==> src/rtl/ps2_pkg.sv <==
// Shared PS/2 set-2 definitions: prefix bytes, prefix-decoder states and
// flag modes used by the key-watching logic.
package ps2_pkg;

  localparam logic [7:0] PS2_BREAK = 8'hF0;
  localparam logic [7:0] PS2_EXT   = 8'hE0;

  typedef enum logic [1:0] {
    IDLE    = 2'd0,
    EXT     = 2'd1,
    BRK     = 2'd2,
    EXT_BRK = 2'd3
  } prefix_state_e;

  localparam int MODE_STICKY = 0;
  localparam int MODE_TOGGLE = 1;
  localparam int MODE_LEVEL  = 2;

endpackage

==> src/rtl/ps2_prefix_fsm.sv <==
// Tracks E0/F0 prefixes in the scancode stream and flags each completed
// make/break event in the same cycle its final byte arrives.
module ps2_prefix_fsm
  import ps2_pkg::*;
#(
  parameter int CODE_W = 8
) (
  input  logic              clk,
  input  logic              reset_n,
  input  logic [CODE_W-1:0] tecla,
  input  logic              got_data,
  output logic              event_valid,
  output logic              is_break,
  output logic              is_ext,
  output logic [CODE_W-1:0] code
);

  localparam logic [CODE_W-1:0] BRK_CODE = CODE_W'(PS2_BREAK);
  localparam logic [CODE_W-1:0] EXT_CODE = CODE_W'(PS2_EXT);

  prefix_state_e state_q, state_d;

  assign code = tecla;

  // Event flags are decoded from the current state and byte so the channel
  // registers can act on them at the very next edge.
  always_comb begin
    state_d     = state_q;
    event_valid = 1'b0;
    is_break    = 1'b0;
    is_ext      = 1'b0;
    if (got_data) begin
      unique case (state_q)
        IDLE: begin
          if (tecla == BRK_CODE) begin
            state_d = BRK;
          end else if (tecla == EXT_CODE) begin
            state_d = EXT;
          end else begin
            event_valid = 1'b1;
          end
        end
        EXT: begin
          if (tecla == BRK_CODE) begin
            state_d = EXT_BRK;
          end else if (tecla == EXT_CODE) begin
            state_d = EXT;
          end else begin
            event_valid = 1'b1;
            is_ext      = 1'b1;
            state_d     = IDLE;
          end
        end
        BRK: begin
          event_valid = 1'b1;
          is_break    = 1'b1;
          state_d     = IDLE;
        end
        EXT_BRK: begin
          event_valid = 1'b1;
          is_break    = 1'b1;
          is_ext      = 1'b1;
          state_d     = IDLE;
        end
        default: state_d = IDLE;
      endcase
    end
  end

  always_ff @(posedge clk or negedge reset_n) begin
    if (!reset_n) begin
      state_q <= IDLE;
    end else begin
      state_q <= state_d;
    end
  end

endmodule

==> src/rtl/senal_teclas_multi.sv <==
// Multi-key flag generator: watches the PS/2 scancode stream for NUM_KEYS
// keycodes and drives one sticky/toggle/level flag per key.
module senal_teclas_multi
  import ps2_pkg::*;
#(
  parameter int                           NUM_KEYS   = 4,
  parameter int                           CODE_W     = 8,
  parameter logic [NUM_KEYS*CODE_W-1:0]   KEY_CODES  = {8'h7A, 8'h72, 8'h69, 8'h70},
  parameter int                           MODE       = 0,
  parameter int                           ACCEPT_EXT = 0,
  localparam int                          LK_W       = (NUM_KEYS > 1) ? $clog2(NUM_KEYS) : 1
) (
  input  logic                clk,
  input  logic                reset_n,
  input  logic [CODE_W-1:0]   tecla,
  input  logic                got_data,
  input  logic [NUM_KEYS-1:0] clr,
  output logic [NUM_KEYS-1:0] senal,
  output logic [NUM_KEYS-1:0] senal_rise,
  output logic                any_senal,
  output logic [LK_W-1:0]     last_key
);

  logic              ev_valid;
  logic              ev_break;
  logic              ev_ext;
  logic [CODE_W-1:0] ev_code;

  logic [NUM_KEYS-1:0] match;
  logic [NUM_KEYS-1:0] make_eff;
  logic [NUM_KEYS-1:0] held_q, held_d;
  logic [NUM_KEYS-1:0] senal_q, senal_d;
  logic [NUM_KEYS-1:0] rise_q;
  logic [LK_W-1:0]     last_q, last_d;

  ps2_prefix_fsm #(
    .CODE_W(CODE_W)
  ) u_prefix (
    .clk        (clk),
    .reset_n    (reset_n),
    .tecla      (tecla),
    .got_data   (got_data),
    .event_valid(ev_valid),
    .is_break   (ev_break),
    .is_ext     (ev_ext),
    .code       (ev_code)
  );

  for (genvar g = 0; g < NUM_KEYS; g++) begin : g_chan
    logic held_nx;
    logic senal_nx;
    logic mk;
    logic bk;

    assign match[g]    = ev_valid && (ev_code == KEY_CODES[g*CODE_W +: CODE_W]) &&
                         (!ev_ext || (ACCEPT_EXT != 0));
    assign mk          = match[g] && !ev_break;
    assign bk          = match[g] && ev_break;
    assign make_eff[g] = mk && !clr[g];

    // clr wins over any event on this channel; held distinguishes a fresh
    // make from a typematic repeat.
    always_comb begin
      held_nx  = held_q[g];
      senal_nx = senal_q[g];
      if (clr[g]) begin
        held_nx  = 1'b0;
        senal_nx = 1'b0;
      end else begin
        if (mk) begin
          held_nx = 1'b1;
        end else if (bk) begin
          held_nx = 1'b0;
        end
        if (MODE == MODE_TOGGLE) begin
          if (mk && !held_q[g]) begin
            senal_nx = ~senal_q[g];
          end
        end else if (MODE == MODE_LEVEL) begin
          senal_nx = held_nx;
        end else begin
          if (mk) begin
            senal_nx = 1'b1;
          end
        end
      end
    end

    assign held_d[g]  = held_nx;
    assign senal_d[g] = senal_nx;
  end

  // Downward scan so the lowest matching channel is the one recorded.
  always_comb begin
    last_d = last_q;
    for (int i = NUM_KEYS - 1; i >= 0; i--) begin
      if (make_eff[i]) begin
        last_d = LK_W'(i);
      end
    end
  end

  always_ff @(posedge clk or negedge reset_n) begin
    if (!reset_n) begin
      held_q  <= '0;
      senal_q <= '0;
      rise_q  <= '0;
      last_q  <= '0;
    end else begin
      held_q  <= held_d;
      senal_q <= senal_d;
      rise_q  <= senal_d & ~senal_q;
      last_q  <= last_d;
    end
  end

  assign senal      = senal_q;
  assign senal_rise = rise_q;
  assign any_senal  = |senal_q;
  assign last_key   = last_q;

endmodule

==> config.mk <==
export PLATFORM = sky130hd
export DESIGN_NAME = senal_teclas_multi
export DESIGN_NICKNAME = d
export VERILOG_FILES = /design/src/rtl/ps2_pkg.sv /design/src/rtl/ps2_prefix_fsm.sv /design/src/rtl/senal_teclas_multi.sv
export SDC_FILE = /design/constraint.sdc
export NUM_CORES = 1
export LEC_CHECK = 0
export ABC_AREA = 1
export CAP_MARGIN = 10
export CORE_UTILIZATION = 39
export CTS_CLUSTER_DIAMETER = 30
export DETAILED_ROUTE_END_ITERATION = 12
export GPL_TIMING_DRIVEN = 0
export MAX_ROUTING_LAYER = met4
export PLACE_DENSITY = 0.76
export SYNTH_ARGS = -nofsm -noshare
export SYNTH_HDL_FRONTEND = slang
export SYNTH_SLANG_ARGS = --single-unit
==> constraint.sdc <==
create_clock -name clk -period 1.1 [get_ports clk]
set_input_delay 0.22 -clock clk [delete_from_list [all_inputs] [get_ports clk]]
set_output_delay 0.22 -clock clk [all_outputs]
set_load 0.01 [all_outputs]
Word level (Yosys, flattened, before mapping) --
Index checks and enable logic that the tools add are counted.
Word-level totals: bits in registers 12, output and inout port bits 11
Cells by class: equal/unequal tests 10, muxes and demuxes 25, bitwise logic cells 2, reduce and logical (&&, ||, !) cells 28
Operators by type and width (number):
- == test 8 x 7 -> 1 bit (second input constant) | 4
- == test 8 bit (second input constant) | 2
- logical AND 1 bit | 16
- two-way mux 1 bit | 15
- two-way mux 2 bit | 7
- zero test 1 bit | 6
- one-hot mux 2 bit (3 select lines) | 1
- AND 4 bit | 1
- == test 2 bit (second input constant) | 2
- inverter 4 bit | 1
- one-hot mux 1 bit (2 select lines) | 2
- nonzero test 4 bit | 1
- OR reduction 2 bit | 2
- OR reduction 4 bit | 1
- != test 3 x 1 -> 1 bit (second input constant) | 1
- == test 2 x 1 -> 1 bit (second input constant) | 1
- zero test 2 bit | 1
- AND reduction 2 bit | 1

Logic depth before layout (Yosys ltp) --
Gate-level depths: netlist of run 1.
depth after elaboration 13, mapped depth 9, gate-level depth less buffers 9

Hierarchy --
Synthesis of run 1 repeated with hierarchy kept, for this count alone.
Second synthesis, totals: cells, all modules 113, area, all modules 774.5 µm²
By module, submodules not included:
- senal_teclas_multi | times used 1, cells each 70, area an instance 525.5 µm², sequential area each 250.2 µm²
- ps2_prefix_fsm | times used 1, cells each 43, area an instance 249.0 µm², sequential area each 50.0 µm²

Least setup slack after synthesis of run 1 --
Ideal clock, no wire load.
kind register -> register, from register u_prefix.state_q[1], to register last_q[0] (netlist: last_key[0]), arrival 1033 ps, data required time 983 ps, slack -50 ps, stages on the path, launching flop included 9, buffers on the path 0, clock period less this slack 1150 ps, cells stage by stage dfrtp_1 -> nand2_1 -> nand2_1 -> nor2_2 -> nand4_2 -> a21oi_2 -> nor2_1 -> nand2_1 -> nand2_1
On the way: word-level cells in the longest chain between the ends 11, elaborated cells on any way between the ends 34, classes of those cells eq/ne (3); mux (9); reduce/logical (22)
RTL lines:
- start: declaration | line ps2_prefix_fsm.sv:21 | prefix_state_e state_q, state_d;
- start signal: assignment | line ps2_prefix_fsm.sv:74 | state_q <= state_d;
- == test 2 bit (tied with other cells) | line ps2_prefix_fsm.sv:33 | unique case (state_q)
- OR reduction 2 bit (no line)
- one-hot mux 1 bit (2 select lines) | line ps2_prefix_fsm.sv:33
- two-way mux 1 bit | line ps2_prefix_fsm.sv:32 | if (got_data) begin
- logical AND 1 bit (2 in a row) | line senal_teclas_multi.sv:55 | assign match[g] = ev_valid && (ev_code == KEY_CODES[g*CODE_W +: CODE_W]) &&
- logical AND 1 bit | line senal_teclas_multi.sv:57 | assign mk = match[g] && !ev_break;
- logical AND 1 bit | line senal_teclas_multi.sv:59 | assign make_eff[g] = mk && !clr[g];
- two-way mux 2 bit (3 in a row) | line senal_teclas_multi.sv:97 | if (make_eff[i]) begin
- end signal: assignment | line senal_teclas_multi.sv:113 | last_q <= last_d;
- end: declaration | line senal_teclas_multi.sv:34 | logic [LK_W-1:0] last_q, last_d;
Parallel ways exist; a longest one is shown, timed or not. A chain may end at the register's enable or synchronous reset.

Final worst setup path of run 1 --
Same ends and word-level chain as after synthesis.

==> results of run 1 <==
-- layer usage --
metal / part of all wire (%) / global-route usage, % / up-vias
li1: - / - / 387
met1: 41 / 22.1 / 342
met2: 47 / 32.0 / 50
met3: 8.1 / 4.37 / 8
met4: 3.4 / 12.7 / 0
met5: 0 / - / -
-- cell usage after synthesis, types with 2 or more instances --
master and count:
o21ai_1 5, inv_2 4, nand2_1 18, nand3_2 2, nand2_4 2, inv_1 14
nor2_1 16, nor2_2 5, nand4_1 6, nor4_1 2, nor3_1 2, dfrtp_1 12
-- worst reg2reg max path, stage by stage, from the launching register on --
cell and delay (ns):
dfrtp_1 0.44, nand2_2 0.10, nand2_2 0.06, nor2_4 0.11, nand4_1 0.12, a21oi_2 0.17, nor2_1 0.05, nand2_1 0.05
nand2_1 0.04
-- cell families after synthesis --
kind of cell    Yosys count
buf+inv                  18
simple gates             57
flops                    12
compound gates           10
-- final timing paths --
| check | slack [ns] | from | to | cells after the start |
|---|---|---|---|---|
| setup / recovery | -0.15 | u_prefix.state_q[1]$_DFFE_PN0P_ | last_key[0]$_DFFE_PN0P_ | 8 |
| hold reg to reg | 0.46 | senal[1]$_DFF_PN0_ | senal_rise[1]$_DFF_PN0_ | 1 |
| min in group clk | 0.45 | tecla[0] | senal_rise[3]$_DFF_PN0_ | 4 |
| hold / removal | 0.29 | reset_n | senal[0]$_DFF_PN0_ | 1 |
| setup reg to reg | -0.15 | u_prefix.state_q[1]$_DFFE_PN0P_ | last_key[0]$_DFFE_PN0P_ | 8 |
| max in group asynchronous | 0.44 | reset_n | u_prefix.state_q[0]$_DFFE_PN0P_ | 1 |
-- per-stage QoR --
step | hold WS (ns) | cells
5_1_grt | 0.326 | 158
3_5_place_dp | 0.443 | 147
3_3_place_gp | 0.437 | 147
6_report | 0.291 | 158
4_1_cts | 0.303 | 155
2_1_floorplan | -0.0756 | 97
-- power by group --
| group | total (W) | switching (W) | internal [W] |
|---|---|---|---|
| Combinational | 0.000288 | 0.000159 | 0.000129 |
| Sequential | 0.000493 | 0.0000271 | 0.000465 |
| Clock | 0.000252 | 0.000125 | 0.000126 |
| Total | 0.00103 | 0.000312 | 0.000720 |
-- sequential cells by signal (all words and copies together), names as in the netlist --
register and count:
senal 4, u_prefix.state_q 2, last_key 2, senal_rise 4
-- what timing repair did --
item	4_1_cts	5_1_grt
hold buffers	0	0
setup buffers	5	3
gates cloned	0	0
setup endpoints to repair	23	18
gates resized for setup	56	16
pin swaps	10	1
-- layout make-up --
class                           count  area share (%)
Multi-Input combinational cell     67            40.1
Tap cell                           25            2.79
Sequential cell                    12            26.9
Inverter                           18            6.02
Timing Repair Buffer               33            22.2
Clock buffer                        3            2.01
==> results.cfg, run 1 <==
[cts]
tritoncts = yes
clkTransAtPathRegs_ns = 0.07
clock-root-buffer = clkbuf_4
cts_buffer_depth = 2
cts_max_level = 1
insertion_delay_ns = 0.27
clock-sinks = 12
cts_buffers = 3

[global_routing]
grt_overflow = 0
grt_usage_pct = 19.9
grt_pass1_wl_mm = 2.79
antenna_found_initial = 0
grt_pass1_vias = 697
grt_start_max_net_pins = 13

[drt]
post-route-drc-count = 0
final_antenna_net_count = 0
wire_per_inst_um = 11.6
vias = 787
drt_iter0_markers = 27
first_pass_iters = 4
vias_per_cell = 4.98
wirelength_mm = 1.83

[timing]
slew_headroom_pct = 66.0
hold_viol_final = 0
fin_crit_sh_pct = 114
rsz0062_at_grt = true
fmax_mhz = 797
fin_ws_ns = -0.154
finalSetupViolations = 13
tightest_slew_ns = 0.508
tns_ns = -1.02
skew_ns = 0.00459
period_needed_ns = 1.25
finalMaxSlewViolations = 0

[worst_setup_path]
cp_cell_sequence = nand2_2 > nand2_2 > nor2_4 > nand4_1 > a21oi_2 > nor2_1 > nand2_1 > nand2_1
crit_path_end_kind = flop
worst-path-max-fanout = 4
slowest_stage = dfrtp_1
cp.required_ns = 1.26
critPathLaunchType = flop
worstPathArrival_ns = 1.42
crit_type = flop to flop
cpPeakStageDelay_ns = 0.44
crit_buf_inv = 0
path_delay_family = simple AND/OR/NAND/NOR gates

[finish]
nFillCells = 162
post-route-util_pct = 64.3
layout_common_cells = nand2_1, nor2_1, dfrtp_1, inv_1, dlygate4sd2_1
final_common_cell = nand2_1
fin_area_um2 = 1120
insertedDiodeCount = 0
multiInputGateArea_um2 = 450
area.growth.synth_to_final_pct = 51.3
layout-drive-gt1-share_pct = 41.4
regArea_um2 = 302
fin_nets = 150

[die]
num_rows = 15
die-area_um2 = 2080
core_area_um2 = 1750
die_h_um = 45.6
start_util_pct = 42.5
die_w_um = 45.6
num_io_pins = 26

[placement]
gp_congestion = 0.916
place_area_um2 = 1020
hpwlAfterDp_mm = 1.32
preCtsSetupSlack_ns = -0.542
portBuffers = 25

[synthesis]
ys_ff_latch = 12
synth_xor_xnor_area_share_pct = 0
synth_area_leaders = dfrtp_1, nand2_1, nor2_1, inv_1, nand4_1
yosys.area.top_type_share_pct = 40.5
synth_fa_ha_area_share_pct = 0
avgSynthCellArea_um2 = 7.65
synth-simple-area-share_pct = 42.7
synthMuxAreaShare_pct = 0
yosysSeqAreaShare_pct = 40.5
syn_inst = 97
synthArstFlopShare_pct = 100
synth_compound_area_share_pct = 7.76
yosysWarnings = 0
synth_top_family_by_area = simple AND/OR/NAND/NOR gates
syn-cell-area_um2 = 742
synth_top_area_cell = dfrtp_1
synth_edf_count = 0
synth_nets = 112
synth_flop_cell = dfrtp_1
yosysUniqueCellTypes = 21

[hold_path]
hold_path_class = primary input to asynchronous set/reset pin

[pwr]
leakage_nw = 0.572
vdd_drop_max_v = 0.000484
power.density_nw_per_um2 = 920
power_w = 0.00103

[run_status]
violations = setup timing
status = finished with violations

[flow_run]
drv_cap = 0
Note: power is estimated with default switching activity, not from simulation.
==> run 2, diff against run 1 <==
Settings changed: CORE_MARGIN set to 5.
==> results.cfg, run 2 (synthesis gave the netlist of run 1 again) <==
[drt]
post-route-drc-count = 0
first_pass_iters = 4
wire_per_inst_um = 12.8
wirelength_mm = 2.08
final_antenna_net_count = 0
drt_iter0_markers = 26
vias_per_cell = 4.93
vias = 799

[worst_setup_path]
worst-path-max-fanout = 4
worstPathArrival_ns = 1.49
crit_path_end_kind = flop
crit_type = flop to flop
crit_start = u_prefix.state_q[1]$_DFFE_PN0P_
critPathLaunchType = flop
rr_startpoint = u_prefix.state_q[1]$_DFFE_PN0P_
cp.required_ns = 1.26

[finish]
fin_nets = 153
layout_common_cells = nand2_1, nor2_1, dfrtp_1, inv_1, buf_4
insertedDiodeCount = 0
fin_area_um2 = 1160
area.growth.synth_to_final_pct = 56.2
nFillCells = 167
layout-drive-gt1-share_pct = 43.8
final_common_cell = nand2_1

[timing]
period_needed_ns = 1.33
fin_ws_ns = -0.230
tns_ns = -1.30
skew_ns = 0.00595
hold_viol_final = 0
fmax_mhz = 752
rsz0062_at_grt = true
finalSetupViolations = 14
fin_hold_ws_ns = 0.290
finalMaxSlewViolations = 0
fin_crit_sh_pct = 121
slew_headroom_pct = 65.7
tightest_slew_ns = 0.513

[cts]
tritoncts = yes
cts_buffers = 3
cts_buffer_depth = 2
cts_max_level = 1
clkTransAtPathRegs_ns = 0.08
insertion_delay_ns = 0.27
clock-sinks = 12
clock-root-buffer = clkbuf_4

[global_routing]
grt_pass1_wl_mm = 3.15
grt_usage_pct = 15.1
grtUsageMet1_pct = 16.8
grt_start_max_net_pins = 13
antenna_found_initial = 0
grt_pass1_vias = 763
grt_use_met3_pct = 1.11
use_met2_pct = 28.4
grt_overflow = 0
busiest_layer = met2

[die]
start_util_pct = 42.1
num_rows = 15
die-area_um2 = 2870
num_io_pins = 26
core_area_um2 = 1760
die_w_um = 53.6
die_h_um = 53.6

[placement]
place_area_um2 = 1020
portBuffers = 25
hpwlAfterDp_mm = 1.44
preCtsSetupSlack_ns = -0.540
gp_congestion = 0.866

[pwr]
leakage_nw = 0.591
power.density_nw_per_um2 = 945
vdd_drop_max_v = 0.000492
power_w = 0.00110

[run_status]
status = finished with violations
violations = setup timing

[hold_path]
hold_path_class = primary input to asynchronous set/reset pin

[flow_run]
drv_cap = 0
## run 2: cell count changes in the layout (fill, tap and decap cells not counted)
cell | before | now
buf_4 | 8 | 10
nor3_1 | 0 | 1
nand2_1 | 13 | 12
nor2_4 | 6 | 4
nand2_2 | 5 | 6
buf_6 | 0 | 2
clkbuf_2 | 4 | 3
clkbuf_8 | 0 | 1
nor2_2 | 3 | 6
nor2_1 | 12 | 11
nor3_2 | 2 | 1
## run 2: final timing paths
path                                              endpoint  slack (ns)  cells after the start
max                                last_key[0]$_DFFE_PN0P_       -0.23                      8
min                                     senal[0]$_DFF_PN0_        0.29                      1
max reg2reg                        last_key[0]$_DFFE_PN0P_       -0.23                      8
min reg2reg                        senal_rise[1]$_DFF_PN0_        0.47                      1
max in group asynchronous  u_prefix.state_q[0]$_DFFE_PN0P_        0.43                      1
min in group clk                   senal_rise[1]$_DFF_PN0_        0.47                      1
## run 2: what timing repair did
item / CTS / global route
gates cloned: 0 / 0
setup buffers: 9 / 3
pin swaps: 14 / 6
resized for setup: 59 / 15
setup endpoints to repair: 23 / 19
hold buffers: 0 / 0
## run 2: worst max-delay path, stage by stage, from the launching register on
cell     delay (ns)
dfrtp_1        0.43
nand2_2        0.11
nand2_2        0.07
nor2_2         0.11
nand4_1        0.21
nor2_4         0.16
nor2_2         0.04
nand2_1        0.06
nand2_1        0.05
## run 2: layout make-up
| type | count | area [um^2] | area share, % |
|---|---|---|---|
| multi-input combinational | 67 | 440 | 38.0 |
| timing repair buffer | 36 | 282 | 24.3 |
| sequential | 12 | 302 | 26.0 |
| clock buffer | 4 | 36.3 | 3.13 |
| inverter | 18 | 67.6 | 5.83 |
| tap | 25 | 31.3 | 2.70 |
## run 2: layer usage
layer,vias up,part of all wire [%]
li1,397,-
met1,355,40
met2,40,51
met3,7,6.5
met4,0,2.7
met5,-,0
## run 2: where the power goes
group | leakage, nW | switching (W) | internal (W) | total (W)
clock network | 0.0210 | 0.000139 | 0.000201 | 0.000340
registers | 0.161 | 0.0000334 | 0.000465 | 0.000498
logic | 0.409 | 0.000147 | 0.000110 | 0.000257
## run 2: per-stage QoR
step | utilization [%] | instances
global route | 65.7 | 162
floorplan | - | 97
finish | 65.7 | 162
CTS | 65.0 | 159
detailed placement | 58.0 | 147
global placement | 58.0 | 147
